`src/rtl/mod10_down_counter.sv`:
```
// Cascaded multi-digit BCD countdown timer with load clamping and a one-cycle done pulse.
// Define MOD10_DOWN_RELOAD_EN for periodic mode: the terminal step reloads the last loaded value.
module mod10_down_counter #(
    parameter int DIGITS = 2
) (
    input  logic                  clk_i,
    input  logic                  reset_i,
    input  logic                  load_i,
    input  logic [4*DIGITS-1:0]   load_val_i,
    input  logic                  en_i,
    output logic [4*DIGITS-1:0]   q_o,
    output logic                  busy_o,
    output logic                  zero_o,
    output logic                  done_o
);

    localparam int W = 4 * DIGITS;
    localparam logic [W-1:0] ZERO_C = {W{1'b0}};
    localparam logic [W-1:0] ONE_C  = {{(W-1){1'b0}}, 1'b1};

    typedef enum logic [0:0] {
        IDLE = 1'b0,
        RUN  = 1'b1
    } state_t;

    state_t         state_q, state_d;
    logic [W-1:0]   q_q, q_d;
    logic [W-1:0]   reload_q, reload_d;
    logic           busy_q, busy_d;
    logic           done_q, done_d;

    logic [W-1:0]   clamped_s;
    logic [W-1:0]   dec_s;

    // Saturate every non-decimal nibble to 9 so the count is always valid BCD.
    function automatic logic [W-1:0] clamp_bcd(input logic [W-1:0] v);
        logic [W-1:0] r;
        logic [3:0]   d;
        r = ZERO_C;
        for (int i = 0; i < DIGITS; i++) begin
            d = v[4*i +: 4];
            r[4*i +: 4] = (d > 4'd9) ? 4'd9 : d;
        end
        return r;
    endfunction

    // Ripple-borrow decrement: a digit at 0 wraps to 9 and passes the borrow upward.
    function automatic logic [W-1:0] dec_bcd(input logic [W-1:0] v);
        logic [W-1:0] r;
        logic [3:0]   d;
        logic         borrow;
        r      = ZERO_C;
        borrow = 1'b1;
        for (int i = 0; i < DIGITS; i++) begin
            d = v[4*i +: 4];
            if (borrow) begin
                if (d == 4'd0) begin
                    r[4*i +: 4] = 4'd9;
                end else begin
                    r[4*i +: 4] = d - 4'd1;
                    borrow      = 1'b0;
                end
            end else begin
                r[4*i +: 4] = d;
            end
        end
        return r;
    endfunction

    assign clamped_s = clamp_bcd(load_val_i);
    assign dec_s     = dec_bcd(q_q);

    // Next-state selection: load beats counting; reset is handled in the register block.
    always_comb begin
        state_d  = state_q;
        q_d      = q_q;
        reload_d = reload_q;
        done_d   = 1'b0;
        if (load_i) begin
            q_d      = clamped_s;
            reload_d = clamped_s;
            state_d  = (clamped_s != ZERO_C) ? RUN : IDLE;
        end else begin
            case (state_q)
                IDLE: begin
                    state_d = IDLE;
                end
                RUN: begin
                    if (!en_i) begin
                        state_d = RUN;
                    end else if (q_q == ONE_C) begin
                        done_d = 1'b1;
`ifdef MOD10_DOWN_RELOAD_EN
                        q_d     = reload_q;
                        state_d = RUN;
`else
                        q_d     = ZERO_C;
                        state_d = IDLE;
`endif
                    end else if (q_q == ZERO_C) begin
                        // Unreachable in normal use; park instead of wrapping to all nines.
                        state_d = IDLE;
                    end else begin
                        q_d = dec_s;
                    end
                end
                default: begin
                    state_d = IDLE;
                    q_d     = ZERO_C;
                end
            endcase
        end
        busy_d = (state_d == RUN);
    end

    // State, count, reload value and status flags, all cleared by synchronous reset.
    always_ff @(posedge clk_i) begin
        if (reset_i) begin
            state_q  <= IDLE;
            q_q      <= ZERO_C;
            reload_q <= ZERO_C;
            busy_q   <= 1'b0;
            done_q   <= 1'b0;
        end else begin
            state_q  <= state_d;
            q_q      <= q_d;
            reload_q <= reload_d;
            busy_q   <= busy_d;
            done_q   <= done_d;
        end
    end

    assign q_o    = q_q;
    assign busy_o = busy_q;
    assign done_o = done_q;
    assign zero_o = (q_q == ZERO_C);

endmodule

```
`config.mk`:
```
export PLATFORM = sky130hd
export DESIGN_NAME = mod10_down_counter
export DESIGN_NICKNAME = d
export VERILOG_FILES = /design/src/rtl/mod10_down_counter.sv
export SDC_FILE = /design/constraint.sdc
export NUM_CORES = 1
export LEC_CHECK = 0
export ABC_AREA = 1
export CAP_MARGIN = 40
export CORE_UTILIZATION = 40
export CTS_CLUSTER_DIAMETER = 50
export DETAILED_ROUTE_END_ITERATION = 7
export GPL_ROUTABILITY_DRIVEN = 0
export GPL_TIMING_DRIVEN = 0
export PLACE_DENSITY = 0.73
export SLEW_MARGIN = 10
export SYNTH_ARGS = -nofsm -noshare
export SYNTH_HDL_FRONTEND = slang
export SYNTH_SLANG_ARGS = --single-unit
```
`constraint.sdc`:
```
create_clock -name clk_i -period 3.3 [get_ports clk_i]
set_clock_uncertainty 0.1 [all_clocks]
set_input_delay 0.66 -clock clk_i [delete_from_list [all_inputs] [get_ports clk_i]]
set_output_delay 0.66 -clock clk_i [all_outputs]
set_load 0.005 [all_outputs]
```
==> run summary <==
After clock tree synthesis, the setup repair step added 0 buffers. The maximum count of clock buffers along a single path came out at 2. The post-synthesis simple-gate area fraction is 0.4753. The sequential area share after synthesis is 0.2632. The total congestion overflow after global routing is 0.

The total half-perimeter wirelength after legalization and detailed placement came out at 1427 um. In this run, the number of DRC markers left after iteration 0 of detailed routing was 17. The first detailed-routing pass took 4 iterations. The number of different library cells in the post-synthesis netlist came out at 24. The data arrival time of the worst path is 1770 ps.

The area of the placeable core is 1745 um^2. The layout net count came out at 160. The fill cell total of the finished layout is 172. 23 I/O pins were placed. For this run, the leading register cell type out of synthesis is sky130_fd_sc_hd__dfxtp_1. The power per unit of standard cell area is 424.6 nW/um^2. The CTS sink count is 10. The max-slew violation count is 0. The most common cell in the synthesized netlist is sky130_fd_sc_hd__nand2_1. For the pin with the worst max-slew slack, the measured transition is 264.1 ps.

The number of enable flip-flop cells after synthesis came out at 0. The number of port buffers came out at 21. The all-layer global routing usage came out at 0.2092. Along the worst path, the maximum fanout reaches 5. The effective utilization at floorplan is 0.4358. The depth of the CTS H-tree is 1. The flow ran to the end, and the final reports show no timing, DRC or antenna violations.

The vertical die dimension is 45.61 um. The dominant cell type by area after synthesis is sky130_fd_sc_hd__dfxtp_1. Dividing the final minimum period by the clock period gives 0.7662. After synthesis, the share of flip-flops with an asynchronous set or reset is 0.

The cell count after synthesis came out at 120. In this run the static leakage power is 0.4511 nW. The number of maximum-capacitance constraint violations came out at 0. The count of nets left with antenna violations once routing finished came out at 0. The floorplan die area is 2080 um^2.

The post-placement worst setup slack is 1058 ps. In this run the mean area of a mapped cell was 6.339 um^2. The tree is rooted in a sky130_fd_sc_hd__clkbuf_4. The count of vias placed by the detailed router is 823.

The wire length of the first global-routing pass is 3111 um. After detailed routing, the number of remaining DRC violations is 0. The number of antenna violations at the first check in global routing is 0. In the final layout, the share of cells above drive strength 1 is 0.1667.

The die width is 45.61 um. The class of the worst hold path is reg2reg. In this run the core area contains 15 standard-cell rows. The setup slack of the critical path after layout came out at 771.4 ps.

Setup repair after global routing left no endpoint under its margin. From synthesis to final layout, the design area changed by 34.70%. The total of hold buffers inserted after clock tree synthesis came out at 0.

Subtracting the final worst setup slack from the clock period gives 2529 ps. The antenna cell count came out at 0. The worst supply voltage drop on vdd came out at 0.2251 mV. STA classifies the critical path startpoint as a flip-flop.

The combined area of all synthesized cells is 760.7 um^2. The multiplexer area fraction after synthesis is 0. After clock tree synthesis, the clock-pin slew on the worst setup and hold paths is 70 ps. TritonCTS built the clock tree. The TritonCTS buffer count is 3. The share of the synthesized area in compound gates (AO/OA/AOI/OAI) came to 0.1283. The number of gates resized after CTS was 0. The via count of the first global-routing pass came out at 713. Total power for the finished layout comes to 0.4351 mW.

In the post-synthesis netlist, the biggest area contributors are sky130_fd_sc_hd__dfxtp_1, sky130_fd_sc_hd__nand2_1, sky130_fd_sc_hd__a21oi_1. The fmax is 395.5 MHz. The setup path with the least slack is of type reg2out. The post-synthesis adder-cell area fraction is 0.03289. Entering global routing, the biggest net connects 11 pins. The final setup TNS is 0 ps. In this run the tightest slew margin relative to its limit is 0.8234. The post-synthesis share of cell area spent on xor and xnor gates is 0.01151. The detailed-route vias per instance is 4.870. The register bit count reported by yosys is 10.

Clock latency on the worst-skew pair, taken at its later pin, is 270 ps. The routed wire length came out at 1784 um. The worst endpoint required time came out at 2540 ps. The hold violation total from the final report came out at 0.

The type of destination of the critical path is a primary output. Yosys printed 0 warnings. The main combinational cell family by area after synthesis is simple AND/OR/NAND/NOR gates. Sorting the synthesized cells by how often they occur yields sky130_fd_sc_hd__nand2_1, sky130_fd_sc_hd__nor2_1, sky130_fd_sc_hd__a21oi_1, sky130_fd_sc_hd__dfxtp_1, sky130_fd_sc_hd__inv_1.

The routed wire length per instance is 10.56 um. Setup violations remaining at the end of the flow were counted as 0. The number of nets handed over by synthesis was 134. The share of synthesized area in the top cell type comes to 0.2632.
## state kept, by name, indices dropped and copies added, names as in the netlist
register and count:
q_o 8, busy_o 1, done_o 1
## worst max-delay path, cell delays in order (launching register included)
cell and delay, ps:
sky130_fd_sc_hd__dfxtp_1 330, sky130_fd_sc_hd__inv_1 140, sky130_fd_sc_hd__ha_1 210, sky130_fd_sc_hd__nand3_2 140, sky130_fd_sc_hd__nor2_4 170, sky130_fd_sc_hd__clkdlybuf4s50_1 510
## area by class of cell
cell class | instances | area [um^2] | area share
Tap cell | 25 | 31.28 | 0.03053
Multi-Input combinational cell | 95 | 493.0 | 0.4811
Timing Repair Buffer | 21 | 210.2 | 0.2051
Sequential cell | 10 | 200.2 | 0.1954
Buffer | 2 | 18.77 | 0.01832
Inverter | 13 | 48.80 | 0.04762
Clock buffer | 3 | 22.52 | 0.02198
## path summary, 6_finish.rpt
kind | startpoint | to | slack, ps | cells past startpoint
setup / recovery | q_o[4]$_SDFFE_PP0P_ | zero_o | 770 | 5
hold / removal | q_o[4]$_SDFFE_PP0P_ | q_o[4]$_SDFFE_PP0P_ | 400 | 2
setup reg to reg | q_o[4]$_SDFFE_PP0P_ | q_o[4]$_SDFFE_PP0P_ | 1630 | 10
hold reg to reg | q_o[4]$_SDFFE_PP0P_ | q_o[4]$_SDFFE_PP0P_ | 400 | 2
## cell usage in the layout (no fill, tap or decap)
master and n:
sky130_fd_sc_hd__nand2_1 34, sky130_fd_sc_hd__clkdlybuf4s50_1 21, sky130_fd_sc_hd__nor2_1 13, sky130_fd_sc_hd__a21oi_1 10, sky130_fd_sc_hd__dfxtp_1 10, sky130_fd_sc_hd__inv_1 8, sky130_fd_sc_hd__nand3_1 7, sky130_fd_sc_hd__nand2_2 6
sky130_fd_sc_hd__o21ai_0 5, sky130_fd_sc_hd__inv_2 4, sky130_fd_sc_hd__nor2_2 3, sky130_fd_sc_hd__nor3_1 3, sky130_fd_sc_hd__clkbuf_4 3, sky130_fd_sc_hd__nor2_4 2, sky130_fd_sc_hd__o21ai_1 2, sky130_fd_sc_hd__a31oi_1 2
sky130_fd_sc_hd__ha_1 2, sky130_fd_sc_hd__nand3_2 1, sky130_fd_sc_hd__clkbuf_8 1, sky130_fd_sc_hd__nand3_4 1, sky130_fd_sc_hd__nand2_4 1, sky130_fd_sc_hd__clkinv_1 1, sky130_fd_sc_hd__buf_2 1, sky130_fd_sc_hd__nand3b_2 1
sky130_fd_sc_hd__nand4_1 1, sky130_fd_sc_hd__xor2_1 1
## power breakdown
part	total (mW)	internal, mW	switching (mW)
Combinational	0.196	0.0915	0.105
Clock	0.0883	0.0422	0.0460
Sequential	0.151	0.134	0.0169
Total	0.435	0.268	0.168
## cell families (layout without fill, tap and decap cells)
group | after synthesis | after routing
flops | 10 | 10
simple gates | 73 | 73
xor+xnor | 1 | 1
buf+inv | 15 | 39
fa+ha+maj | 2 | 2
compound gates | 19 | 19
## per-layer routing
| layer | share of wire | vias to the layer above | global-route usage |
|---|---|---|---|
| li1 | - | 435 | - |
| met1 | 0.49 | 366 | 0.2998 |
| met2 | 0.46 | 17 | 0.3029 |
| met3 | 0.030 | 5 | 0.03571 |
| met4 | 0.019 | 0 | 0.09091 |
| met5 | 0 | - | 0 |
## metrics by stage
| stage | hold WS (ps) | instances | utilization | instance area [um^2] |
|---|---|---|---|---|
| finish | 396.5 | 169 | 0.5871 | 1025 |
| detailed placement | 377.9 | 166 | 0.5742 | 1002 |
| CTS | 390.6 | 169 | 0.5871 | 1025 |
| floorplan | 368.4 | 120 | - | 760.7 |
| global placement | 376.6 | 166 | 0.5742 | 1002 |
| global route | 435.9 | 169 | 0.5871 | 1025 |
Power figures use the tool's default switching activity.
